File: src/rtl/vga_timing_pkg.sv
// rtl/vga_timing_pkg.sv - 640x480 VGA timing constants, decoder FSM state and CRC-16 helper
package vga_timing_pkg;

    localparam int H_TOTAL     = 800;
    localparam int V_TOTAL     = 521;
    localparam int H_PULSE     = 96;
    localparam int H_BP        = 144;
    localparam int H_FP        = 784;
    localparam int V_BP        = 31;
    localparam int V_FP        = 511;
    localparam int LOCK_FRAMES = 2;

    localparam logic [15:0] CRC_POLY = 16'h1021;
    localparam logic [15:0] CRC_INIT = 16'hFFFF;

    typedef enum logic [1:0] {
        SEARCH,
        VERIFY,
        LOCKED
    } dec_state_t;

    // MSB-first CRC-16-CCITT update over one byte
    function automatic logic [15:0] crc16_byte(input logic [15:0] crc, input logic [7:0] data);
        logic [15:0] c;
        c = crc;
        for (int i = 7; i >= 0; i--) begin
            if (c[15] ^ data[i])
                c = {c[14:0], 1'b0} ^ CRC_POLY;
            else
                c = {c[14:0], 1'b0};
        end
        return c;
    endfunction

endpackage

File: src/rtl/vga_sync_edge.sv
// rtl/vga_sync_edge.sv - input register stage and sync edge strobes
module vga_sync_edge (
    input  logic       dclk,
    input  logic       clr,
    input  logic       hsync_in,
    input  logic       vsync_in,
    input  logic [7:0] rgb_in,
    output logic [7:0] rgb_s1,
    output logic       hfall,
    output logic       hrise,
    output logic       vfall
);

    logic hs1, vs1, hs2, vs2;

    always_ff @(posedge dclk or posedge clr) begin
        if (clr) begin
            hs1    <= 1'b0;
            vs1    <= 1'b0;
            hs2    <= 1'b0;
            vs2    <= 1'b0;
            rgb_s1 <= 8'd0;
        end else begin
            hs1    <= hsync_in;
            vs1    <= vsync_in;
            rgb_s1 <= rgb_in;
            hs2    <= hs1;
            vs2    <= vs1;
        end
    end

    assign hfall = hs2 & ~hs1;
    assign hrise = ~hs2 & hs1;
    assign vfall = vs2 & ~vs1;

endmodule

File: src/rtl/vga_sync_decoder.sv
// rtl/vga_sync_decoder.sv - VGA sync decoder: position recovery, timing lock and error reporting
// Optional per-frame CRC-16 of active pixels when VGA_DEC_CRC_EN is defined.
module vga_sync_decoder
    import vga_timing_pkg::*;
#(
    parameter int H_TOTAL     = vga_timing_pkg::H_TOTAL,
    parameter int V_TOTAL     = vga_timing_pkg::V_TOTAL,
    parameter int H_PULSE     = vga_timing_pkg::H_PULSE,
    parameter int H_BP        = vga_timing_pkg::H_BP,
    parameter int H_FP        = vga_timing_pkg::H_FP,
    parameter int V_BP        = vga_timing_pkg::V_BP,
    parameter int V_FP        = vga_timing_pkg::V_FP,
    parameter int LOCK_FRAMES = vga_timing_pkg::LOCK_FRAMES
) (
    input  logic        dclk,
    input  logic        clr,
    input  logic        hsync_in,
    input  logic        vsync_in,
    input  logic [7:0]  rgb_in,
    output logic [9:0]  pix_x,
    output logic [9:0]  pix_y,
    output logic        pix_valid,
    output logic [7:0]  pix_rgb,
    output logic        frame_start,
    output logic        locked,
    output logic        sync_err,
    output logic [7:0]  err_count,
    output logic [15:0] frame_crc,
    output logic        crc_valid
);

    localparam logic [9:0] CNT_MAX   = 10'd1023;
    localparam logic [9:0] H_LAST    = 10'(H_TOTAL - 1);
    localparam logic [9:0] V_LAST    = 10'(V_TOTAL - 1);
    localparam logic [9:0] H_PW      = 10'(H_PULSE);
    localparam logic [9:0] HB        = 10'(H_BP);
    localparam logic [9:0] HF        = 10'(H_FP);
    localparam logic [9:0] VB        = 10'(V_BP);
    localparam logic [9:0] VF        = 10'(V_FP);
    localparam logic [7:0] GOOD_LOCK = 8'(LOCK_FRAMES);

    logic [7:0] rgb_s1;
    logic       hfall, hrise, vfall;
    logic [9:0] hcnt, vcnt, hpos, vpos;
    logic       aligned, timing_err, valid_next, start_next;
    logic [7:0] good;
    dec_state_t state;

    vga_sync_edge u_edge (
        .dclk     (dclk),
        .clr      (clr),
        .hsync_in (hsync_in),
        .vsync_in (vsync_in),
        .rgb_in   (rgb_in),
        .rgb_s1   (rgb_s1),
        .hfall    (hfall),
        .hrise    (hrise),
        .vfall    (vfall)
    );

    always_comb begin
        hpos = hfall ? 10'd0 : ((hcnt == CNT_MAX) ? CNT_MAX : hcnt + 10'd1);
        if (vfall && hfall)
            vpos = 10'd0;
        else if (hfall)
            vpos = (vcnt == CNT_MAX) ? CNT_MAX : vcnt + 10'd1;
        else
            vpos = vcnt;

        aligned    = vfall & hfall;
        valid_next = locked & (hpos >= HB) & (hpos < HF) & (vpos >= VB) & (vpos < VF);
        start_next = valid_next & (hpos == HB) & (vpos == VB);

        // Timing is only judged once an aligned frame start has been seen
        timing_err = (state != SEARCH) &
                     ((hfall & (hcnt != H_LAST)) |
                      (hrise & (hpos != H_PW)) |
                      (aligned & (vcnt != V_LAST)) |
                      (vfall & ~hfall) |
                      (hcnt == CNT_MAX));
    end

    always_ff @(posedge dclk or posedge clr) begin
        if (clr) begin
            hcnt        <= 10'd0;
            vcnt        <= 10'd0;
            pix_x       <= 10'd0;
            pix_y       <= 10'd0;
            pix_rgb     <= 8'd0;
            pix_valid   <= 1'b0;
            frame_start <= 1'b0;
        end else begin
            hcnt        <= hpos;
            vcnt        <= vpos;
            pix_valid   <= valid_next;
            frame_start <= start_next;
            if (valid_next) begin
                pix_x   <= hpos - HB;
                pix_y   <= vpos - VB;
                pix_rgb <= rgb_s1;
            end
        end
    end

    always_ff @(posedge dclk or posedge clr) begin
        if (clr) begin
            state     <= SEARCH;
            good      <= 8'd0;
            locked    <= 1'b0;
            sync_err  <= 1'b0;
            err_count <= 8'd0;
        end else begin
            sync_err <= 1'b0;
            if (timing_err) begin
                sync_err <= 1'b1;
                if (err_count != 8'hFF)
                    err_count <= err_count + 8'd1;
                state  <= SEARCH;
                locked <= 1'b0;
                good   <= 8'd0;
            end else begin
                case (state)
                    SEARCH: begin
                        locked <= 1'b0;
                        if (aligned) begin
                            state <= VERIFY;
                            good  <= 8'd0;
                        end
                    end
                    VERIFY: begin
                        locked <= 1'b0;
                        if (aligned) begin
                            good <= good + 8'd1;
                            if (good + 8'd1 == GOOD_LOCK) begin
                                state  <= LOCKED;
                                locked <= 1'b1;
                            end
                        end
                    end
                    LOCKED:  locked <= 1'b1;
                    default: state  <= SEARCH;
                endcase
            end
        end
    end

`ifdef VGA_DEC_CRC_EN
    logic [15:0] crc_acc;

    always_ff @(posedge dclk or posedge clr) begin
        if (clr) begin
            crc_acc   <= CRC_INIT;
            frame_crc <= 16'd0;
            crc_valid <= 1'b0;
        end else begin
            crc_valid <= 1'b0;
            if (valid_next)
                crc_acc <= crc16_byte(start_next ? CRC_INIT : crc_acc, rgb_s1);
            // hpos is zero only on the hfall cycle, so this fires once per frame
            if (vpos == VF && hpos == 10'd0) begin
                frame_crc <= crc_acc;
                crc_valid <= 1'b1;
            end
        end
    end
`else
    assign frame_crc = 16'd0;
    assign crc_valid = 1'b0;
`endif

endmodule
File: config.mk
export PLATFORM = sky130hd
export DESIGN_NAME = vga_sync_decoder
export DESIGN_NICKNAME = d
export VERILOG_FILES = /design/src/rtl/vga_timing_pkg.sv /design/src/rtl/vga_sync_edge.sv /design/src/rtl/vga_sync_decoder.sv
export SDC_FILE = /design/constraint.sdc
export NUM_CORES = 1
export LEC_CHECK = 0
export BUFFER_PORTS_ARGS = -buffer_cell sky130_fd_sc_hd__buf_2
export CAP_MARGIN = 10
export CORE_ASPECT_RATIO = 0.5
export CORE_MARGIN = 2
export CORE_UTILIZATION = 55
export DETAILED_ROUTE_END_ITERATION = 8
export MAX_ROUTING_LAYER = met4
export PLACE_DENSITY_LB_ADDON = 0.2
export REMOVE_ABC_BUFFERS = 1
export SETUP_SLACK_MARGIN = 0.2
export SKIP_LAST_GASP = 1
export SLEW_MARGIN = 10
export SYNTH_ARGS = -nofsm -noshare
export SYNTH_HDL_FRONTEND = slang
export SYNTH_SLANG_ARGS = --single-unit
File: constraint.sdc
create_clock -name dclk -period 4.35 [get_ports dclk]
set_clock_uncertainty 0.1 [all_clocks]
set_input_delay 0.2175 -clock dclk [delete_from_list [all_inputs] [get_ports dclk]]
set_output_delay 0.2175 -clock dclk [all_outputs]
set_load 0.03 [all_outputs]
Word-level counts from Yosys, hierarchy flattened:

Cells that the tools add are included.

* flip-flop bits (word level): 82
* bits of input ports: 12
* output and inout bits: 57
* word-level logic and storage cells: 92

* add/sub/neg operators: 6
* $lt $le $gt $ge: 4
* equal/unequal tests: 15
* muxes and demuxes: 19
* bitwise gates (word level): 23
* reductions and logical operators: 8

Operators by type and width (count)
* $mux W10: 5
* $mux W8: 3
* $add A10 B1 Y10 const B: 2
* $eq A10 B10 Y1 const B: 2
* $ne A10 B10 Y1 const B: 2
* $add A8 B1 Y8 const B: 2
* $pmux W8 S2: 1
* $and A1 B1 Y1: 15
* $eq A10 B5 Y1 const B: 1
* $eq A10 B8 Y1 const B: 1
* $ge A10 B5 Y1 const B: 1
* $ge A10 B8 Y1 const B: 1
* $lt A10 B10 Y1 const B: 1
* $lt A10 B9 Y1 const B: 1
* $ne A10 B7 Y1 const B: 1
* $sub A10 B5 Y10 const B: 1
* $sub A10 B8 Y10 const B: 1
* $ne A3 B3 Y1 const B: 3
* $eq A8 B2 Y1 const B: 1
* $mux W2: 4
* $ne A8 B8 Y1 const B: 1
* $pmux W2 S3: 1
* $mux W1: 4
* $not A1 Y1: 4
* 13 further kinds: 16

Longest topological paths before layout:

Gate-level depths: netlist of run 1.

* depth in word-level cells: 12
* gate-level depth with buffers: 15
* depth with buffers taken out: 13

Hierarchy:

From an unflattened synthesis of run 1, not the netlist that was laid out.

* cells, all modules: 461
* area, all modules: 4750.8 um^2

By module, submodules not included
* vga_sync_decoder: times used 1, cells an instance 445, area each 4425.5 um^2, sequential area each 1751.7 um^2
* vga_sync_edge: times used 1, cells an instance 16, area each 325.3 um^2, sequential area each 300.3 um^2

Worst setup path after synthesis of run 1:

Ideal clock, no wire load.

* kind: register to register
* start point: register hcnt[0]
* end point: register pix_rgb[5]
* setup time: 0.125 ns
* data arrival time: 3.137 ns
* required time: 4.125 ns
* slack: 0.988 ns
* stages on the path, launching flop included: 16
* buffers on the path: 2
* period minus slack after synthesis: 3.362 ns
* cells stage by stage: dfrtp_1 > ha_1 > inv_1 > or4_1 > clkbuf_2 > a31oi_1 > inv_1 > ha_1 > and2_1 > nand4_1 > a32oi_1 > o21bai_1 > o211ai_2 > a21oi_4 > buf_6 > mux2_4

* cells in the longest elaborated chain, start to end: 8
* elaborated cells on any way between the ends: 10
* classes of those cells: 1 x add/sub; 2 x order compare; 1 x eq/ne; 2 x mux; 4 x bitwise

Ends and longest elaborated chain
* start: declaration: RTL line vga_sync_decoder.sv:44 `logic [9:0] hcnt, vcnt, hpos, vpos;`
* start signal: assignment: RTL line vga_sync_decoder.sv:93 `hcnt <= hpos;`
* $add A10 B1 Y10 / $eq A10 B10 Y1 (equally long branches): RTL line vga_sync_decoder.sv:62 `hpos = hfall ? 10'd0 : ((hcnt == CNT_MAX) ? CNT_MAX : hcnt + 10'd1);`
* $mux W10 (*) (2 in series): RTL line vga_sync_decoder.sv:62
* named net hpos[5]: RTL line vga_sync_decoder.sv:44
* $ge A10 B8 Y1: RTL line vga_sync_decoder.sv:71 `valid_next = locked & (hpos >= HB) & (hpos < HF) & (vpos >= VB) & (vpos < VF);`
* $and A1 B1 Y1: RTL line vga_sync_decoder.sv:71
* $and A1 B1 Y1 (*) (3 in series): RTL line vga_sync_decoder.sv:71
* end signal: assignment: RTL line vga_sync_decoder.sv:100 `pix_rgb <= rgb_s1;`
* end: declaration: RTL line vga_sync_decoder.sv:23 `output logic [7:0] pix_rgb,`

The timed path passes the listed nets; every way through them passes the cells marked *.
A chain may end at the register's enable or synchronous reset.

Worst setup path after layout of run 1:

* start point: register hcnt[1]
* end point: register pix_rgb[0]

Same word-level chain as after synthesis.

==> results of run 1 <==
power breakdown:
group / internal (uW) / total [uW] / switching, uW / leakage, uW
Sequential: 835 / 929 / 93.9 / 0.00110
Clock: 387 / 689 / 302 / 0.000129
Combinational: 187 / 504 / 317 / 0.00128
Total: 1410 / 2120 / 713 / 0.00250
layout make-up:
cell class | count | share of cell area (%)
Multi-Input combinational cell | 315 | 43.78
Sequential cell | 82 | 38.74
Clock inverter | 6 | 0.8032
Timing Repair Buffer | 71 | 8.410
Tap cell | 112 | 2.646
Clock buffer | 10 | 4.323
Inverter | 18 | 1.299
critical path, cell delays in order, from the launching register on:
cell      delay [ns]
dfrtp_1         0.45
ha_1            0.20
inv_1           0.09
or4_1           0.59
a31oi_1         0.32
inv_1           0.11
ha_1            0.26
and2_1          0.18
nand4_1         0.08
a32oi_1         0.06
o21bai_1        0.21
o211ai_2        0.16
a21oi_4         0.29
buf_12          0.23
mux2_4          0.31
metal layers:
metal | vias to the layer above | part of all wire (%) | GRT usage, %
li1 | 1668 | - | -
met1 | 1685 | 48 | 30.05
met2 | 105 | 46 | 36.15
met3 | 12 | 4.7 | 5.629
met4 | 0 | 0.91 | 6.516
met5 | - | 0 | -
repair_timing:
item,4_1_cts,5_1_grt
setup endpoints to repair,0,0
hold endpoints to repair,55,0
hold buffers,11,0
flip-flops by register name (all words and copies together), names as in the netlist, 2 cells and up:
signal         cells
pix_rgb            8
state              2
u_edge.rgb_s1      8
err_count          8
pix_y             10
vcnt              10
hcnt              10
pix_x             10
good               8
path summary, 6_finish.rpt:
kind / cells past startpoint / startpoint / to
min in group asynchronous: 3 / clr / u_edge.rgb_s1[6]$_DFF_PP0_
hold reg to reg: 0 / u_edge.vs1$_DFF_PP0_ / u_edge.vs2$_DFF_PP0_
hold / removal: 0 / u_edge.vs1$_DFF_PP0_ / u_edge.vs2$_DFF_PP0_
setup reg to reg: 14 / hcnt[1]$_DFF_PP0_ / pix_rgb[0]$_DFFE_PP0P_
setup / recovery: 14 / hcnt[1]$_DFF_PP0_ / pix_rgb[0]$_DFFE_PP0P_
max in group asynchronous: 4 / clr / good[7]$_DFFE_PP0P_
through the flow:
stage | cells | hold WS [ns] | total power, uW | instance area, sq um | utilization [%]
3_3_place_gp | 587 | 0.2259 | 1429 | 4915 | 60.78
5_1_grt | 614 | 0.3043 | 2247 | 5296 | 65.50
3_5_place_dp | 587 | 0.2269 | 1437 | 4915 | 60.78
4_1_cts | 614 | 0.2889 | 2142 | 5296 | 65.50
6_report | 614 | 0.2813 | 2122 | 5296 | 65.50
2_1_floorplan | 415 | 0.1489 | 1292 | 4438 | -
kinds of logic (layout without fill, tap and decap cells):
| family | count (synthesis) | in the layout |
|---|---|---|
| AO/OA/AOI/OAI | 86 | 86 |
| XOR/XNOR | 21 | 21 |
| adder cells (fa/ha/maj) | 14 | 14 |
| buffers and inverters | 54 | 105 |
| flip-flops | 82 | 82 |
| multiplexers | 32 | 32 |
| other | 1 | 17 |
| AND/OR/NAND/NOR | 145 | 145 |
placed cells by master (no fill, tap or decap), types with 7 or more instances in the layout:
| cell | synthesis | routed |
|---|---|---|
| dlygate4sd3_1 | 0 | 11 |
| mux2_4 | 25 | 25 |
| buf_4 | 19 | 8 |
| dfrtp_1 | 82 | 82 |
| xor2_1 | 7 | 7 |
| nor2_1 | 27 | 27 |
| xnor2_1 | 14 | 14 |
| nand2_1 | 36 | 36 |
| inv_1 | 18 | 17 |
| nand3_1 | 15 | 15 |
| ha_1 | 14 | 14 |
| buf_2 | 5 | 51 |
| and3_1 | 8 | 8 |
| o21ai_0 | 13 | 13 |
| conb_1 | 1 | 17 |
| nor3_1 | 9 | 9 |
| clkbuf_16 | 0 | 9 |
| a21oi_1 | 15 | 15 |
==> out/metrics.cfg, run 1 <==
[yosys]
syn_area_per_cell_sq_um=10.63
synth_top_area_share_pct=44.38
netlist_top_cells_area=dfrtp_1 (44%), mux2_4 (8.1%), ha_1 (3.8%)
ys_types=76
ys_seq_area_share_pct=44.38
synthCells=435
synth_compound_area_share_pct=13.72
yosysTopAreaCell=dfrtp_1
synth_edf_count=0
synth-adder-area-share_pct=3.789
ys.flop_type=dfrtp_1
synthSimpleGateAreaFrac_pct=17.59
yosysWarnings=0
synth_area_sq_mm=0.004623
synthXorXnorAreaFrac_pct=3.978
ys_seq_elements=82
synthMuxAreaShare_pct=9.689
yosys-top-cells-count=dfrtp_1 (82), nand2_1 (36), nor2_1 (27)
async_flop_share_pct=100.0
synth_top_family_by_area=simple AND/OR/NAND/NOR gates
yosys.cell_count.top_type=dfrtp_1

[global_routing]
grt_pass1_vias=3173
grt_pass1_wl_microns=15670
overflow=0
antenna_found_initial=0
grt_usage_pct=22.90
grt_max_degree=47

[sta]
setup_viol=0
fin_ws_ns=0.5823
rsz0062_at_grt=no
hold_viol_final=0
fin_crit_sh_pct=86.61
tightest_slew_ns=0.7997
fin_tns_setup_ns=0
max_slew_margin_pct=46.69
slew_viol_final=0
fmax_mhz=265.4
period_minus_slack_ns=3.768

[job]
drv_cap=0

[cts]
cts_setup_buffers=0
htree_levels=3
clk_pin_slew_ns=0.06
clock-sinks=82
insertion_delay_ns=0.34
tritoncts=yes
cts_resized=0
clockBufferDepth=2
cts_buffers=9
cts_root_buf=clkbuf_16

[power]
leakagePower_uw=0.002504
power-per-cell-area_mw_per_mm2=400.6
peakVddDrop_mv=0.3420

[worst_setup_path]
rrSetupSlack_ns=0.58
worstSetupPathType=reg2reg
worstPathRequired_ns=4.47
critPathArrivalTime_ns=3.89
cp-start-kind=flop
worstPathMaxFanout=19
worst_setup_path_end_kind=flop

[place]
place_ws_ns=0.6227
portBuffers=51
gp_congestion=0.9284
post-dp-hpwl_microns=6587

[routing]
wl_per_cell_microns=15.69
vias_per_cell=5.651
ant_nets=0
dr.pass1.iters=4
vias=3470
drc=0
route.final.wire_length_microns=9633
drt_iter0_markers=261

[cells_and_area]
areaGrowthSynthToFinish_pct=14.56
seqCellArea_sq_mm=0.002052
fillers=641
fin_nets=523
diodes=0
multi_input_area_sq_mm=0.002318
final_layout_size_suffix_gt1_share_pct=24.50

[floorplanning]
die-area_sq_mm=0.009200
core_area_sq_mm=0.008087
pin_count=69
die_x_microns=133.7
fp.dieH_microns=68.83
rows=23
initial_core_util_pct=57.17

[run_status]
status=finished clean

[hold_path]
hp-class=reg2reg

Power figures use the tool's default switching activity.
==> inputs of run 2 (changes only) <==
--- a/config.mk
+++ b/config.mk
@@ -13,6 +13,7 @@
 export DETAILED_ROUTE_END_ITERATION = 8
 export MAX_ROUTING_LAYER = met4
 export PLACE_DENSITY_LB_ADDON = 0.2
+export RECOVER_POWER = 100
 export REMOVE_ABC_BUFFERS = 1
 export SETUP_SLACK_MARGIN = 0.2
 export SKIP_LAST_GASP = 1
==> out/metrics.cfg, run 2 (synthesis gave the netlist of run 1 again) <==
[run_status]
status=complete, but fails checks
failed_checks=max-capacitance violations, max-slew violations

[place]
post-dp-hpwl_microns=6587  ; unchanged
gp_congestion=0.9284  ; unchanged
portBuffers=51  ; unchanged
placedCellCount=587  ; unchanged

[job]
drv_cap=1  ; +1

[cells_and_area]
fin_nets=523  ; unchanged
most-common-layout-cells=dfrtp_1 (82), clkbuf_1 (45), nand2_1 (36)
finalNonFillerCells=614  ; unchanged
layout_commonest_cell=dfrtp_1
final_layout_size_suffix_gt1_share_pct=10.76  ; -14 points
areaGrowthSynthToFinish_pct=10.74
diodes=0  ; unchanged

[floorplanning]
core_area_sq_mm=0.008087  ; unchanged
initial_core_util_pct=57.17  ; unchanged
rows=23  ; unchanged
die_x_microns=133.7  ; unchanged
pin_count=69  ; unchanged
die-area_sq_mm=0.009200  ; unchanged
fp.dieH_microns=68.83  ; unchanged

[hold_path]
holdPathStages=0  ; unchanged
hp-class=reg2reg

[worst_setup_path]
worstSetupPathType=reg2reg
cp_cell_sequence=ha_1, inv_1, or4_1, a31oi_1, inv_1, ha_1, and2_1, nand4_1, a32oi_1, o21bai_1, o211ai_1, a21oi_4, clkbuf_2, mux2_1
worst_setup_path_end_kind=flop
worstPathRequired_ns=4.47  ; about the same
max_stage_delay_ns=0.59  ; about the same
rrSetupSlack_ns=0.52  ; -0.07 ns
reg2reg_depth=14  ; unchanged
worstPathMaxFanout=7  ; -12
critical_path.slowest_cell=or4_1
critPathArrivalTime_ns=3.95  ; +0.06 ns
cp_num_cells=14  ; unchanged
cp-start-kind=flop
critPathBufInv=3  ; unchanged
critPathTopFamily=compound AO/OA/AOI/OAI gates

[sta]
fmax_mhz=260.9  ; -1.7%
tightest_slew_ns=2.022  ; +1.222 ns
hold_viol_final=0  ; unchanged
slew_viol_final=47  ; +47
rsz0062_at_grt=no
setup_viol=0  ; unchanged
fin_tns_setup_ns=0  ; unchanged
max_slew_margin_pct=-35.53  ; -82 points
holdWs_ns=0.2814  ; +0.0001860 ns
fin_crit_sh_pct=88.12  ; +1.5 points
period_minus_slack_ns=3.833  ; +0.06544 ns

[routing]
dr.pass1.iters=5  ; +1
wl_per_cell_microns=15.61  ; -0.50%
drt_iter0_markers=289  ; +11%
ant_nets=0  ; unchanged
vias_per_cell=5.681  ; +0.52%
drc=0  ; unchanged
route.final.wire_length_microns=9585  ; -0.50%
vias=3488  ; +0.52%

[power]
switching_share_pct=33.98  ; +0.38 points
total_power_uw=2107  ; -0.69%
leakagePower_uw=0.002309  ; -7.8%
p_int_uw=1391  ; -1.3%
pwr-share-clk_pct=32.9  ; +0.4 points
power-per-cell-area_mw_per_mm2=411.6  ; +2.7%
p_seq_share_pct=44.2  ; +0.4 points
combPwrFrac_pct=23.0  ; -0.7 points
peakVddDrop_mv=0.3418  ; about the same
netSwitchingPower_uw=715.9  ; +0.42%

[cts]
clk_pin_slew_ns=0.06  ; about the same
tritoncts=yes
clockBufferDepth=2  ; unchanged
clock-sinks=82  ; unchanged
insertion_delay_ns=0.34  ; about the same
cts_root_buf=clkbuf_16
htree_levels=3  ; unchanged
cts_setup_buffers=0  ; unchanged
cts_buffers=9  ; unchanged
cts_resized=0  ; unchanged

[global_routing]
grt_max_degree=47  ; unchanged
antenna_found_initial=0  ; unchanged
grt_usage_pct=22.90  ; unchanged
grt_pass1_vias=3173  ; unchanged
overflow=0  ; unchanged
grt_pass1_wl_microns=15670  ; unchanged

[run 2: changes by cell type in the layout (fill, tap and decap cells not counted), moves of 2 or more]
cell,delta
buf_2,-40
mux2_1,+23
buf_4,-6
mux2_4,-23
clkbuf_2,+2
clkbuf_1,+44
[run 2: area by class of cell]
cell class	count	area (sq um)
Sequential cell	82	2052
Tap cell	112	140.1
Clock buffer	10	229.0
Multi-Input combinational cell	315	2212
Clock inverter	6	42.54
Inverter	18	68.82
Fill cell	695	2967
Timing Repair Buffer	71	375.4
[run 2: path summary, 6_finish.rpt]
path | from | end
max in group asynchronous | clr | hcnt[7]$_DFF_PP0_
setup reg to reg | hcnt[1]$_DFF_PP0_ | pix_y[7]$_DFFE_PP0P_
min in group asynchronous | clr | u_edge.rgb_s1[6]$_DFF_PP0_
hold / removal | u_edge.vs1$_DFF_PP0_ | u_edge.vs2$_DFF_PP0_
setup / recovery | hcnt[1]$_DFF_PP0_ | pix_y[7]$_DFFE_PP0P_
hold reg to reg | u_edge.vs1$_DFF_PP0_ | u_edge.vs2$_DFF_PP0_
[run 2: per-stage QoR]
stage	setup slack (ns)	instance area, sq um	utilization, %
after floorplan	0.2825	4438	-
after global placement	0.8043	4915	60.78
after detailed placement	0.6227	4915	60.78
after CTS	0.5944	5296	65.50
after global routing	0.1980	5120	63.31
final	0.5168	5120	63.31
[run 2: power by group through the flow]
stage / combinational (uW) / clock, uW / sequential [uW]
final: 484 / 692 / 931
after global placement: 490 / 0 / 938
after floorplan: 309 / 0 / 983
after CTS: 507 / 706 / 929
after global routing: 541 / 745 / 944
after detailed placement: 496 / 0 / 941
[run 2: routing by layer]
layer  vias up  part of all wire (%)  track usage [%]
met4         0                  0.72            6.516
li1       1671                     -                -
met2       114                    46            36.15
met5         -                     0                -
met3        11                   5.8            5.629
met1      1692                    47            30.05
[run 2: timing repair]
item / 4_1_cts / 5_1_grt
hold endpoints to repair: 55 / 0
setup endpoints to repair: 0 / 0
hold buffers: 11 / 0
[run 2: worst reg2reg max path, cell delays in order, from the launching register on]
cell	delay, ns
dfrtp_1	0.45
ha_1	0.20
inv_1	0.09
or4_1	0.59
a31oi_1	0.32
inv_1	0.11
ha_1	0.26
and2_1	0.18
nand4_1	0.08
a32oi_1	0.06
o21bai_1	0.18
o211ai_1	0.18
a21oi_4	0.28
clkbuf_2	0.28
mux2_1	0.36
==> inputs of run 3 (changes only) <==
--- a/config.mk
+++ b/config.mk
@@ -5,7 +5,7 @@
 export SDC_FILE = /design/constraint.sdc
 export NUM_CORES = 1
 export LEC_CHECK = 0
-export BUFFER_PORTS_ARGS = -buffer_cell sky130_fd_sc_hd__buf_2
+export BUFFER_PORTS_ARGS = -buffer_cell sky130_fd_sc_hd__clkbuf_2
 export CAP_MARGIN = 10
 export CORE_ASPECT_RATIO = 0.5
 export CORE_MARGIN = 2
==> out/metrics.cfg, run 3 (synthesis gave the netlist of run 1 again) <==
[worst_setup_path]
worstPathMaxFanout=9  ; +2
worst_setup_path_end_kind=flop
reg2reg_depth=13  ; -1
cp-start-kind=flop
r2r-end=pix_y[7]$_DFFE_PP0P_
r2r_start=hcnt[2]$_DFF_PP0_
critPathArrivalTime_ns=3.85  ; -0.10 ns
rrSetupSlack_ns=0.61  ; +0.10 ns
worstSetupPathType=reg2reg
worstPathRequired_ns=4.46  ; about the same

[sta]
setup_viol=0  ; unchanged
tightest_slew_ns=2.028  ; +0.005992 ns
period_minus_slack_ns=3.737  ; -0.09603 ns
fin_tns_setup_ns=0  ; unchanged
fin_ws_ns=0.6129  ; +0.09603 ns
max_slew_margin_pct=-35.93  ; -0.40 points
fin_crit_sh_pct=85.91  ; -2.2 points
rsz0062_at_grt=no
slew_viol_final=47  ; unchanged
hold_viol_final=0  ; unchanged
fmax_mhz=267.6  ; +2.6%

[cells_and_area]
fin_nets=523  ; unchanged
layout_commonest_cell=dfrtp_1
diodes=0  ; unchanged
most-common-layout-cells=dfrtp_1 (82), clkbuf_1 (45), nand2_1 (36)
areaGrowthSynthToFinish_pct=10.77  ; about the same
final_layout_size_suffix_gt1_share_pct=9.960  ; -0.80 points

[floorplanning]
die-area_sq_mm=0.009200  ; unchanged
fp.dieH_microns=68.83  ; unchanged
die_x_microns=133.7  ; unchanged
pin_count=69  ; unchanged
initial_core_util_pct=57.17  ; unchanged
rows=23  ; unchanged
core_area_sq_mm=0.008087  ; unchanged

[routing]
vias_per_cell=5.700  ; +0.34%
drt_iter0_markers=198  ; -31%
ant_nets=0  ; unchanged
dr.pass1.iters=5  ; unchanged
vias=3500  ; +0.34%
drc=0  ; unchanged
route.final.wire_length_microns=9477  ; -1.1%
wl_per_cell_microns=15.43  ; -1.1%

[run_status]
failed_checks=max-capacitance violations, max-slew violations
status=complete, but fails checks

[hold_path]
hp-class=reg2reg
holdPathStages=0  ; unchanged
min_from=u_edge.vs1$_DFF_PP0_
worstHoldEndpoint=u_edge.vs2$_DFF_PP0_

[job]
drv_cap=1  ; unchanged

[global_routing]
grt_max_degree=47  ; unchanged
antenna_found_initial=0  ; unchanged
overflow=0  ; unchanged
grt_pass1_vias=3212  ; +1.2%
grt_usage_pct=22.38  ; -0.52 points
grt_pass1_wl_microns=15390  ; -1.8%

[cts]
cts_root_buf=clkbuf_16
clockBufferDepth=2  ; unchanged
cts_resized=0  ; unchanged
cts_setup_buffers=0  ; unchanged
htree_levels=3  ; unchanged
cts_buffers=9  ; unchanged
insertion_delay_ns=0.34  ; about the same
tritoncts=yes
clk_pin_slew_ns=0.06  ; about the same
clock-sinks=82  ; unchanged

[power]
leakagePower_uw=0.002315  ; +0.27%
peakVddDrop_mv=0.4606  ; +35%
power-per-cell-area_mw_per_mm2=422.4  ; +2.6%

[place]
portBuffers=51  ; unchanged
post-dp-hpwl_microns=6745  ; +2.4%
gp_congestion=0.9167  ; -1.3%
place_ws_ns=0.7164  ; +0.09369 ns

## run 3: per-stage QoR
| stage | util, % | total power [uW] | hold WS (ns) | instances | instance area, sq um |
|---|---|---|---|---|---|
| 6_report | 63.33 | 2163 | 0.2813 | 614 | 5121 |
| 5_1_grt | 63.33 | 2275 | 0.2967 | 614 | 5121 |
| 4_1_cts | 65.79 | 2200 | 0.2867 | 614 | 5320 |
| 3_5_place_dp | 60.78 | 1440 | 0.2272 | 587 | 4915 |
| 3_3_place_gp | 60.78 | 1430 | 0.2258 | 587 | 4915 |
| 2_1_floorplan | - | 1292 | 0.1489 | 415 | 4438 |
## run 3: timing repair
action / in CTS / in global routing
setup endpoints to repair: 0 / 0
hold buffers: 11 / 0
endpoints found under the hold margin: 55 / 0
## run 3: where the power goes
part           internal [uW]  total [uW]  leakage [uW]  switching (uW)
Combinational            170         490       0.00107             320
Clock                    446         747      0.000147             300
Sequential               835         927       0.00110            91.8
Total                   1450        2160       0.00231             712
## run 3: routing by layer
metal	wire length, microns	part of all wire [%]	GRT usage, %	vias up
met5	0	0	-	-
met2	4353	46	36.02	133
met4	114	1.2	8.644	0
li1	-	-	-	1668
met3	632	6.7	5.482	12
met1	4376	46	28.11	1687
## run 3: critical path, stage by stage (launching register included)
cell and delay [ns]:
dfrtp_1 0.48, nand4_1 0.25, or4_1 0.62, a31oi_1 0.30, inv_1 0.11, ha_1 0.25
nor2b_1 0.14, o21ai_0 0.10, a32oi_1 0.09, o21bai_1 0.14, o211ai_1 0.17, a21oi_4 0.27
buf_4 0.22, mux2_1 0.34
## run 3: layout make-up
class / instances / area [sq um]
fillers: 680 / 2965
multi-input cells: 315 / 2187
flip-flops and latches: 82 / 2052
repair buffers: 71 / 377.9
clock buffers: 10 / 229.0
well taps: 112 / 140.1
inverters: 18 / 68.82
clock inverters: 6 / 66.31
## run 3: worst max-delay path by stage
stage,depth (start not counted),to,from,slack (ns)
floorplan,13,pix_rgb[0]$_DFFE_PP0P_,hcnt[0]$_DFF_PP0_,0.28
global placement,14,pix_rgb[7]$_DFFE_PP0P_,hcnt[1]$_DFF_PP0_,0.82
detailed placement,14,pix_y[7]$_DFFE_PP0P_,hcnt[1]$_DFF_PP0_,0.72
CTS,14,pix_y[7]$_DFFE_PP0P_,hcnt[1]$_DFF_PP0_,0.69
global route,13,pix_y[7]$_DFFE_PP0P_,hcnt[2]$_DFF_PP0_,0.34
finish,13,pix_y[7]$_DFFE_PP0P_,hcnt[2]$_DFF_PP0_,0.61
